--- src/rtl/irq_pkg.sv ---
// Shared constants for the interrupt controller: register map, FSM encoding, STAT layout.
package irq_pkg;

    localparam logic [1:0] IRQ_ADDR_PEND = 2'd0;
    localparam logic [1:0] IRQ_ADDR_MASK = 2'd1;
    localparam logic [1:0] IRQ_ADDR_STAT = 2'd2;
    localparam logic [1:0] IRQ_ADDR_EOI  = 2'd3;

    typedef enum logic [1:0] {
        IRQ_ST_IDLE = 2'd0,
        IRQ_ST_REQ  = 2'd1,
        IRQ_ST_SERV = 2'd2
    } irq_state_e;

    localparam int unsigned IRQ_STAT_REQ_BIT  = 8;
    localparam int unsigned IRQ_STAT_SERV_BIT = 9;
    localparam int unsigned IRQ_STAT_ST_LSB   = 16;

endpackage

--- src/rtl/irq_controller_if.sv ---
// Peripheral-bus and CPU interrupt handshake bundle for irq_controller.
interface irq_controller_if #(
    parameter int unsigned VEC_W = 4
) ();

    logic             MemWrite;
    logic [1:0]       address;
    logic [31:0]      write_data;
    logic [31:0]      read_data;
    logic             irq_req;
    logic [VEC_W-1:0] irq_vector;
    logic             irq_ack;

    modport master (
        output MemWrite, address, write_data, irq_ack,
        input  read_data, irq_req, irq_vector
    );

    modport slave (
        input  MemWrite, address, write_data, irq_ack,
        output read_data, irq_req, irq_vector
    );

endinterface

--- src/rtl/irq_prio_enc.sv ---
// Lowest-set-bit priority encoder: index 0 wins.
module irq_prio_enc #(
    parameter int unsigned N_SRC = 4,
    parameter int unsigned VEC_W = 4
) (
    input  logic [N_SRC-1:0] req_i,
    output logic [VEC_W-1:0] idx_o,
    output logic             valid_o
);

    always_comb begin
        idx_o = '0;
        // Scan downwards so the lowest set index is the last write.
        for (int i = N_SRC - 1; i >= 0; i--) begin
            if (req_i[i]) idx_o = VEC_W'(i);
        end
    end

    assign valid_o = |req_i;

endmodule

--- src/rtl/irq_controller.sv ---
// Edge-latching, maskable, fixed-priority interrupt controller with EOI handshake.
// Optional IRQ_SYNC_EN inserts a 2-flop synchronizer on irq_src before edge detection.
module irq_controller
    import irq_pkg::*;
#(
    parameter int unsigned N_SRC = 4,
    parameter int unsigned VEC_W = 4
) (
    input  logic             clk,
    input  logic             reset,
    input  logic [N_SRC-1:0] irq_src,
    irq_controller_if.slave  bus
);

    logic [N_SRC-1:0] src_s, prev_q, edges;
    logic [N_SRC-1:0] pend_q, pend_d, mask_q, mask_d;
    logic [N_SRC-1:0] eligible, sw_clr, ack_clr, vec_sel;
    irq_state_e       state_q, state_d;
    logic             irq_req_q, irq_req_d;
    logic [VEC_W-1:0] vec_q, vec_d, enc_idx;
    logic             enc_valid;
    logic             wr_pend, wr_mask, wr_eoi;
    logic [31:0]      stat;
    logic             unused_wdata;

`ifdef IRQ_SYNC_EN
    logic [N_SRC-1:0] sync1_q, sync2_q;

    always_ff @(posedge clk or negedge reset) begin
        if (!reset) begin
            sync1_q <= '0;
            sync2_q <= '0;
        end else begin
            sync1_q <= irq_src;
            sync2_q <= sync1_q;
        end
    end

    assign src_s = sync2_q;
`else
    assign src_s = irq_src;
`endif

    assign wr_pend      = bus.MemWrite && (bus.address == IRQ_ADDR_PEND);
    assign wr_mask      = bus.MemWrite && (bus.address == IRQ_ADDR_MASK);
    assign wr_eoi       = bus.MemWrite && (bus.address == IRQ_ADDR_EOI);
    assign unused_wdata = ^bus.write_data[31:N_SRC];

    assign edges    = src_s & ~prev_q;
    assign eligible = pend_q & mask_q;
    assign vec_sel  = N_SRC'(1) << vec_q;

    irq_prio_enc #(
        .N_SRC (N_SRC),
        .VEC_W (VEC_W)
    ) u_prio_enc (
        .req_i   (eligible),
        .idx_o   (enc_idx),
        .valid_o (enc_valid)
    );

    always_comb begin
        sw_clr  = wr_pend ? bus.write_data[N_SRC-1:0] : '0;
        ack_clr = (state_q == IRQ_ST_REQ && bus.irq_ack) ? vec_sel : '0;
        // New edges are OR-ed in last so a simultaneous set beats any clear.
        pend_d  = (pend_q & ~(sw_clr | ack_clr)) | edges;
        mask_d  = wr_mask ? bus.write_data[N_SRC-1:0] : mask_q;
    end

    always_ff @(posedge clk or negedge reset) begin
        if (!reset) begin
            state_q <= IRQ_ST_IDLE;
        end else begin
            state_q <= state_d;
        end
    end

    always_comb begin
        state_d = state_q;
        unique case (state_q)
            IRQ_ST_IDLE: if (enc_valid) state_d = IRQ_ST_REQ;
            IRQ_ST_REQ: begin
                // Retract once the requested source is no longer pending-and-enabled.
                if (bus.irq_ack) state_d = IRQ_ST_SERV;
                else if (~|(pend_d & mask_d & vec_sel)) state_d = IRQ_ST_IDLE;
            end
            IRQ_ST_SERV: if (wr_eoi) state_d = IRQ_ST_IDLE;
            default: state_d = IRQ_ST_IDLE;
        endcase
    end

    always_comb begin
        irq_req_d = (state_d == IRQ_ST_REQ);
        vec_d     = (state_q == IRQ_ST_IDLE && enc_valid) ? enc_idx : vec_q;
    end

    always_ff @(posedge clk or negedge reset) begin
        if (!reset) begin
            prev_q    <= '0;
            pend_q    <= '0;
            mask_q    <= '0;
            irq_req_q <= 1'b0;
            vec_q     <= '0;
        end else begin
            prev_q    <= src_s;
            pend_q    <= pend_d;
            mask_q    <= mask_d;
            irq_req_q <= irq_req_d;
            vec_q     <= vec_d;
        end
    end

    always_comb begin
        stat                                 = '0;
        stat[VEC_W-1:0]                      = vec_q;
        stat[IRQ_STAT_REQ_BIT]               = irq_req_q;
        stat[IRQ_STAT_SERV_BIT]              = (state_q == IRQ_ST_SERV);
        stat[IRQ_STAT_ST_LSB +: 2]           = state_q;
    end

    always_comb begin
        bus.read_data = '0;
        unique case (bus.address)
            IRQ_ADDR_PEND: bus.read_data = 32'(pend_q);
            IRQ_ADDR_MASK: bus.read_data = 32'(mask_q);
            IRQ_ADDR_STAT: bus.read_data = stat;
            default:       bus.read_data = '0;
        endcase
    end

    assign bus.irq_req    = irq_req_q;
    assign bus.irq_vector = vec_q;

endmodule

--- src/flat_wrapper.sv ---
// flat-port wrapper written by rule: the top's interface ports become plain ports
module irq_controller_flat import irq_pkg::*;
#(
    parameter int unsigned N_SRC = 4,
    parameter int unsigned VEC_W = 4
)
  (clk, reset, irq_src, bus_MemWrite, bus_address, bus_write_data, bus_irq_ack, bus_read_data, bus_irq_req, bus_irq_vector);
  irq_controller_if #(.VEC_W(VEC_W)) bus_i ();
  input  logic clk;
  input  logic reset;
  input  logic [N_SRC-1:0] irq_src;
  input wire logic [$bits(bus_i.MemWrite)-1:0] bus_MemWrite;
  input wire logic [$bits(bus_i.address)-1:0] bus_address;
  input wire logic [$bits(bus_i.write_data)-1:0] bus_write_data;
  input wire logic [$bits(bus_i.irq_ack)-1:0] bus_irq_ack;
  output wire logic [$bits(bus_i.read_data)-1:0] bus_read_data;
  output wire logic [$bits(bus_i.irq_req)-1:0] bus_irq_req;
  output wire logic [$bits(bus_i.irq_vector)-1:0] bus_irq_vector;
  assign bus_i.MemWrite = bus_MemWrite;
  assign bus_i.address = bus_address;
  assign bus_i.write_data = bus_write_data;
  assign bus_i.irq_ack = bus_irq_ack;
  assign bus_read_data = bus_i.read_data;
  assign bus_irq_req = bus_i.irq_req;
  assign bus_irq_vector = bus_i.irq_vector;
  irq_controller #(.N_SRC(N_SRC), .VEC_W(VEC_W)) u_core (.clk(clk), .reset(reset), .irq_src(irq_src), .bus(bus_i));
endmodule
--- config.mk ---
export PLATFORM = sky130hd
export DESIGN_NAME = irq_controller_flat
export DESIGN_NICKNAME = d
export VERILOG_FILES = /design/src/rtl/irq_pkg.sv /design/src/rtl/irq_controller_if.sv /design/src/rtl/irq_prio_enc.sv /design/src/rtl/irq_controller.sv /design/src/flat_wrapper.sv
export SDC_FILE = /design/constraint.sdc
export NUM_CORES = 1
export LEC_CHECK = 0
export ABC_CLOCK_PERIOD_IN_PS = 4970
export CORE_MARGIN = 1.5
export CORE_UTILIZATION = 40
export DETAILED_ROUTE_END_ITERATION = 12
export PLACE_DENSITY = 0.95
export SETUP_SLACK_MARGIN = 0.15
export SYNTH_ARGS = -nofsm -noshare
export SYNTH_HDL_FRONTEND = slang
export SYNTH_HIERARCHICAL = 1
export SYNTH_SLANG_ARGS = --single-unit
export TNS_END_PERCENT = 1
--- constraint.sdc ---
create_clock -name clk -period 4.97 [get_ports clk]
set_input_delay 0.497 -clock clk [delete_from_list [all_inputs] [get_ports clk]]
set_output_delay 0.497 -clock clk [all_outputs]
set_load 0.005 [all_outputs]
==> results.md, run 1 <==
- The run finished with clean final reports.
- Broken down by cell family, the worst path's largest delay share belongs to buffers and inverters.
- Clock tree synthesis selected as its root buffer the cell sky130_fd_sc_hd__clkbuf_4.
- The first-pass GRT wire length is 3.919 mm.
- Clock tree synthesis found a total of 19 sinks.
- The clock tree from TritonCTS is yes.
- In this run, synthesis produced a sequential element count of 19.
- Once layout is done, the placed cells without fillers occupy 0.001456 mm2.
- The number of antenna diodes in the final layout is 0.
- After clock tree synthesis, the clock-pin slew on the worst setup and hold paths is roughly 0.10 ns.
- By area the synthesized netlist is led by sky130_fd_sc_hd__dfrtp_1 38%, sky130_fd_sc_hd__buf_4 18%, sky130_fd_sc_hd__mux2i_1 5.5%.
- The fraction of power consumed by sequential logic is 43.5%.
- Post-CTS timing repair inserted 0 buffers for setup.
- The buffering stage count on the worst path with inverters included is 2.
- The worst-path cell with the longest stage delay is sky130_fd_sc_hd__clkdlybuf4s50_1.
- The final hold violation count is 0.
- Counting every instance in the synthesized netlist gives 136.
- Summing every instance area after synthesis gives 0.001265 mm2.
- For this run, the post-layout net count is 201.
- The cell count of the worst reg-to-reg path is 5.
- The instance area after placement is around 0.0014 mm2.
- The highest net fanout along the worst path is 8.
- Dividing the detail-routed wire length by the instance count gives 12.25 um.
- The predominant post-synthesis flop cell is sky130_fd_sc_hd__dfrtp_1.
- Setup repair after global routing left no endpoint under its margin.
- The post-detailed-route DRC marker count is 0.
- On the final layout, the worst clock skew is 0.008073 ns.
- Timing analysis after detailed placement gives a worst setup slack of about 2.1 ns.
- The launching point of the worst reg2reg path is u_core/state_q[1].
- The region available for standard cell placement spans roughly 0.0030 mm2.
- The number of cells upsized or downsized after cts is 0.
- The maximum level of the CTS H-tree is 1.
- Detailed placement ended at an HPWL of 1.906 mm.
- The arrival time reported for the critical path endpoint is 2.36 ns.
- The area share of the largest cell type after synthesis is a little under two fifths.
- The final critical-path setup slack is 2.116 ns.
- The total length of routed wires is about 2.5 mm.
- In this run the most critical hold path is launched from u_core/prev_q[2].
- The worst path in the final design needs a cycle of 2.854 ns, including I/O delays and setup.
- The routed layout has 946 vias.
- The average cell area after synthesis is roughly 9.3 um2.
- The via count of the first global-routing pass is 870.
- The number of synthesized flops with an enable pin is 0.
- The first detailed-routing pass ran for 5 iterations.
- The count of distinct cell types in the synthesized netlist is 30.
- The startpoint-to-endpoint class of the critical path is in -> out.
- The worst setup path is launched from an input port.
- The number of buffers on the longest clock path is 2.
- After floorplanning, the core was divided into 20 placement rows.
- The die covers 0.003509 mm2.
- The die is between 50 and 60 um tall.
- VDD sags by at most 154.9 uV.
- The total clock buffers created by CTS is 3.
- Relative to the synthesized area, the layout overhead comes to 15.13%.
- Cells with a size suffix above 1 make up 6.962% of the layout.
- The number of warnings reported in the yosys synthesis log is 6.
- Setup violations remaining at the end of the flow were counted as 0.
- The detail route stage leaves a number of antenna-violating nets equal to 0.
- The internal power consumption is 0.3514 mW.
- The endpoint class of the critical path is an output port.
- For this design the total switching power over the nets is 0.1957 mW.
- The worst hold path terminates at u_core/pend_q[2].
- The power density of the placed cells is 375.6 mW/mm2.
- The post-route setup TNS is 0 ns.
- Dividing the final minimum period by the clock period gives 57.42%.
- The cell that appears most often on the critical path is sky130_fd_sc_hd__clkdlybuf4s50_1.
- The average vias per placed instance is 4.683.
- The latest clock arrival within the worst-skew pair is roughly 0.30 ns.
- The share of total power dissipated in combinational logic is 42.3%.
- At the pin with the least slew margin, the transition time is 0.8546 ns.
- The number of violations reported at the end of detailed-routing iteration 0 is between 40 and 50.
- The max-slew violation total from the final report was 0.
- Fill cells in the final layout number 318.
- The critical path goes through clkdlybuf4s50_1 -> nor2b_1 -> nand2_1 -> o21ai_0 -> clkdlybuf4s50_1.
- The number of input and output port buffers inserted is 26.
- Of the total power, the share spent switching nets is 35.77%.
- The largest net degree at the start of global routing is 20.
- Global routing consumed, over all layers together, 15.00% of the routing resources.
- The hold buffer count at CTS is 0.
- The global-route congestion overflow total is 0.
- The synthesized design spends more area on one cell type than any other, namely sky130_fd_sc_hd__dfrtp_1.
- At the worst endpoint, the required time is 4.47 ns.
- The initial standard-cell utilization of the core is 41.78%.
- Along the worst hold path, the cell count comes to 2.
- The async set-reset flop share out of synthesis is between 90% and 100%.
- Pin placement for this block handled 79 I/O pins.
- The worst register-to-register path has a setup slack of 3.04 ns.
- The class of the tightest hold or removal check is reg -> reg.
- The reg-to-reg endpoint is u_core/state_q[0].
- The fraction of the yosys area taken by sequential cells is 37.59%.
- The max-capacitance violation count is 0.
- The clock network burns 14.2% of the power.
- The analysis attributes to cell leakage a power of between 0.6 and 0.7 nW.
- Headroom to the max-slew limit came out at a little over two fifths.
- The number of antenna violations at the first check in global routing is 0.
- The largest single stage delay on the critical path is 0.64 ns.
- Timing would allow up to 350.4 MHz.
- From left edge to right edge, the die measures 59.24 um.
- At the end of routability-driven placement, the weighted congestion stood at approximately 0.88.
state kept, by name (all words and copies together), names as in the netlist:
signal / cells
u_core/state_q: 2
u_core/prev_q: 4
u_core/mask_q: 4
u_core/bus.irq_vector: 4
u_core/pend_q: 4
u_core/bus.irq_req: 1
placed cells by master (no fill, tap or decap), types with 5 or more instances in the layout:
| master | n |
|---|---|
| sky130_fd_sc_hd__and2_1 | 7 |
| sky130_fd_sc_hd__clkdlybuf4s50_1 | 26 |
| sky130_fd_sc_hd__conb_1 | 26 |
| sky130_fd_sc_hd__dfrtp_1 | 19 |
| sky130_fd_sc_hd__inv_1 | 7 |
| sky130_fd_sc_hd__mux2i_1 | 7 |
| sky130_fd_sc_hd__nand2_1 | 14 |
| sky130_fd_sc_hd__nand2b_1 | 5 |
| sky130_fd_sc_hd__o21ai_0 | 10 |
final cells by class:
class	instances	area (um2)	share of cell area [%]
Timing Repair Buffer	26	260.3	17.87
Clock buffer	3	22.52	1.546
Tap cell	44	55.05	3.780
Sequential cell	19	475.5	32.65
Clock inverter	1	5.005	0.3436
Multi-Input combinational cell	102	611.8	42.01
Inverter	7	26.28	1.804
worst max-delay path by stage:
stage	start	to	slack (ns)	depth (start not counted)
after CTS	bus_address[0]	bus_read_data[1]	2.11	5
after global routing	bus_address[0]	bus_read_data[0]	1.91	5
after floorplan	bus_address[0]	u_core/bus.irq_req	3.10	7
after global placement	bus_address[0]	bus_read_data[1]	2.12	5
after detailed placement	bus_address[0]	bus_read_data[1]	2.11	5
final	bus_address[0]	bus_read_data[2]	2.12	5
tightest hold or removal path: stages, from the launching register on:
cell	delay (ns)
sky130_fd_sc_hd__dfrtp_1	0.33
sky130_fd_sc_hd__nand2b_1	0.11
sky130_fd_sc_hd__nand2_1	0.05
synthesized netlist by cell type (all sizes together), types with 3 or more instances:
master and n:
nor2 3, buf 32, dfrtp 19, nand2b 5
o211ai 3, and2 7, o21ai 10, nand2 14
nor3b 3, mux2 4, nor3 3, mux2i 7
inv 7, a2111oi 4
stage by stage:
step                      hold slack (ns)  util, %  cells  power (mW)
after floorplan                    0.2014        -    160      0.3954
after global placement             0.4997    47.19    198      0.4590
after detailed placement           0.5123    47.19    198      0.4693
after CTS                          0.5279    48.10    202      0.5495
after global routing               0.5832    48.10    202      0.5841
final                              0.5168    48.10    202      0.5471
per-layer routing:
metal  vias to the layer above  global-route usage, %  routed length [um]
met5                         -                      0                   0
met4                         0                  4.870                  23
met3                         4                  2.620                 159
met2                        53                  24.49                1247
met1                       433                  20.11                1044
li1                        456                      -                   -
power groups by stage:
stage	sequential, mW	clock (mW)	combinational [mW]
after floorplan	0.229	0	0.166
after global placement	0.239	0	0.220
after detailed placement	0.241	0	0.228
after CTS	0.238	0.0817	0.230
after global routing	0.243	0.0897	0.252
final	0.238	0.0778	0.231
cell families after synthesis:
| family | count (synthesis) | synth area share (%) |
|---|---|---|
| compound gates | 23 | 12.76 |
| buf+inv | 39 | 21.17 |
| flops | 19 | 37.59 |
| mux | 11 | 9.396 |
| other cells | 2 | 0.5937 |
| simple gates | 42 | 18.50 |
Note: power is estimated with default switching activity, not from simulation.
==> inputs of run 2 (changes only) <==
--- a/config.mk
+++ b/config.mk
@@ -5,11 +5,11 @@
 export SDC_FILE = /design/constraint.sdc
 export NUM_CORES = 1
 export LEC_CHECK = 0
-export ABC_CLOCK_PERIOD_IN_PS = 4970
+export ABC_CLOCK_PERIOD_IN_PS = 2900
 export CORE_MARGIN = 1.5
-export CORE_UTILIZATION = 40
+export CORE_UTILIZATION = 37
 export DETAILED_ROUTE_END_ITERATION = 12
-export PLACE_DENSITY = 0.95
+export PLACE_DENSITY = 0.92
 export SETUP_SLACK_MARGIN = 0.15
 export SYNTH_ARGS = -nofsm -noshare
 export SYNTH_HDL_FRONTEND = slang
==> constraint.sdc (replaced) <==
create_clock -name clk -period 2.9 [get_ports clk]
set_input_delay 0.29 -clock clk [delete_from_list [all_inputs] [get_ports clk]]
set_output_delay 0.29 -clock clk [all_outputs]
set_load 0.005 [all_outputs]
==> run 2 against run 1 <==
Via count rose by 1.4%. First-iteration DRC count is 29% lower. Combinational power rose by 71%.
==> results.md, run 2 (synthesized netlist as in run 1, its figures left out) <==
- The setup clock skew after layout is 0.004673 ns (was 0.008073 ns).
- The number of violations reported at the end of detailed-routing iteration 0 is 35 (was 49).
- The first-pass GRT wire length is 3.870 mm (was 3.919 mm).
- The number of vias after detailed routing came to 959 (was 946).
- The max-capacitance violation count is 0 (unchanged).
- The number of nets with antenna violations after routing is 0 (unchanged).
- The die boundary height is 61.47 um (was 59.24 um).
- The I/O pin count is 79 (unchanged).
- The buffer count from post-CTS setup fixing is 0 (unchanged).
- The number of antenna violations at the first check in global routing came to 0 (unchanged).
- The number of input and output port buffers inserted is 26 (unchanged).
- The total clock buffers created by CTS was 3 (unchanged).
- The startpoint-to-endpoint class of the critical path is in -> out (unchanged).
- The post-detailed-route wirelength per cell was 11.94 um (was 12.25 um).
- The post-detailed-route DRC marker count is 0 (unchanged).
- The synthesis-to-finish area growth is 15.33% (was 15.13%).
- The type of element launching the critical path is an input port (unchanged).
- The TritonCTS sink count is 19 (unchanged).
- The final hold slack is 0.4471 ns (was 0.5168 ns).
- The post-detailed-placement half-perimeter wirelength was 1.924 mm (was 1.906 mm).
- The clock tree from TritonCTS is yes (unchanged).
- The initial standard-cell utilization of the core was 38.21% (was 41.78%).
- The ratio of cells with drive above 1 in the final layout is 6.962% (unchanged).
- The number of nets in the final layout is 201 (unchanged).
- The time the final worst path needs with I/O delays and setup is 2.445 ns.
- In the finished design, the share of the clock period the worst path needs comes to 84.31%.
- The via count of the first global-routing pass is 853 (was 870).
- The total routing usage reported by global routing is 14.06% (was 15.00%).
- The class of the tightest hold or removal check is in -> reg (was reg -> reg).
- The maximum level of the CTS H-tree is 1 (unchanged).
- The number of cells upsized or downsized after cts is 0 (unchanged).
- The largest vdd supply drop was 308.6 uV (was 154.9 uV).
- The highest net fanout along the worst path was 8 (unchanged).
- The power density of the placed cells is 643.4 mW/mm2 (was 375.6 mW/mm2).
- The total of endpoints with negative setup slack in the final report is 0 (unchanged).
- The latest clock arrival within the worst-skew pair is 0.30 ns (about the same).
- The number of search-and-repair iterations in the first detailed-routing pass was 4 (was 5).
- The die width came to 61.47 um (was 59.24 um).
- The area of the core is 0.003311 mm2 (was 0.003028 mm2).
- The hold buffer count at CTS is 0 (unchanged).
- The largest net degree at the start of global routing is 20 (unchanged).
- The total inserted antenna cells came to 0 (unchanged).
- The number of buffers on the longest clock path was 2 (unchanged).
- Most frequent cells in the layout: 26 x sky130_fd_sc_hd__clkdlybuf4s50_1, 26 x sky130_fd_sc_hd__conb_1, 19 x sky130_fd_sc_hd__dfrtp_1 (unchanged).
- The max-slew violation total from the final report was 0 (unchanged).
- The total leakage power is 0.6490 nW (unchanged).
- The endpoint class of the critical path is an output port (unchanged).
- The post-route setup TNS is 0 ns (unchanged).
- The arrival time reported for the critical path endpoint was 2.15 ns (was 2.36 ns).
- The actual slew at the worst max-slew pin was 0.8517 ns (was 0.8546 ns).
- The average vias per placed instance came to 4.701 (was 4.683).
- The global-route congestion overflow total came to 0 (unchanged).
- The total length of routed wires is 2.435 mm (was 2.474 mm).
- Status: completed (unchanged).
- The total die area is 0.003779 mm2 (was 0.003509 mm2).
- Unrepaired setup endpoints after global routing: false (unchanged).
- The max-slew headroom at the worst pin came to 43.05% (was 42.85%).
- The final weighted congestion in routability-driven placement was 0.8838 (was 0.8799).
- The CTS root buffer is sky130_fd_sc_hd__clkbuf_4 (unchanged).
- Static timing analysis puts the maximum clock frequency at 409.0 MHz.
- The overall power of the completed layout was 0.9386 mW (was 0.5471 mW).
- The final hold violation count is 0 (unchanged).
- The endpoint required time on the critical path is 2.61 ns (was 4.47 ns).
- The clock input transition at the sequential cells of the worst setup and hold paths was 0.11 ns (was 0.10 ns).
- The row count was 21 (was 20).
-- run 2: cell counts in the layout (fill, tap and decap cells not counted) --
No cell type changed its count.
-- run 2: cell type report --
| type | instances | area (um2) |
|---|---|---|
| fill | 335 | 1852 |
| clock inverter | 1 | 5.005 |
| tap | 46 | 57.56 |
| inverter | 7 | 26.28 |
| sequential | 19 | 475.5 |
| clock buffer | 3 | 22.52 |
| multi-input combinational | 102 | 611.8 |
| timing repair buffer | 26 | 260.3 |
-- run 2: per-stage QoR --
| step | setup WS (ns) | cells | area [um2] | utilization [%] |
|---|---|---|---|---|
| floorplan | 1.237 | 160 | 1355 | - |
| global placement | 0.4294 | 200 | 1431 | 43.24 |
| detailed placement | 0.3530 | 200 | 1431 | 43.24 |
| CTS | 0.4660 | 204 | 1459 | 44.07 |
| global route | 0.3370 | 204 | 1459 | 44.07 |
| finish | 0.4550 | 204 | 1459 | 44.07 |
-- run 2: critical path: stages --
cell and delay, ns:
sky130_fd_sc_hd__clkdlybuf4s50_1 0.64, sky130_fd_sc_hd__nor2b_1 0.51, sky130_fd_sc_hd__nand2_1 0.09, sky130_fd_sc_hd__o21ai_0 0.10, sky130_fd_sc_hd__clkdlybuf4s50_1 0.53
-- run 2: power by group --
group | switching, mW | leakage, nW | internal (mW)
sequential | 0.0768 | 0.220 | 0.334
combinational | 0.177 | 0.412 | 0.217
clock | 0.0826 | 0.0177 | 0.0514
total | 0.336 | 0.649 | 0.602
-- run 2: per-layer routing --
metal | vias up | share of wire (%) | global-route usage, %
met5 | - | 0 | 0
li1 | 456 | - | -
met4 | 0 | 0.99 | 5.471
met1 | 457 | 44 | 17.65
met3 | 4 | 5.6 | 2.731
met2 | 42 | 49 | 23.86
-- run 2: worst paths after layout --
path	startpoint	end	slack (ns)	cells past startpoint
max	bus_address[0]	bus_read_data[0]	0.46	5
min	irq_src[2]	u_core/prev_q[2]	0.45	1
max reg2reg	u_core/state_q[1]	u_core/bus.irq_req	1.03	5
min reg2reg	u_core/prev_q[2]	u_core/pend_q[2]	0.53	2
max in group asynchronous	reset	u_core/mask_q[0]	1.91	1
min in group asynchronous	reset	u_core/prev_q[2]	0.47	1
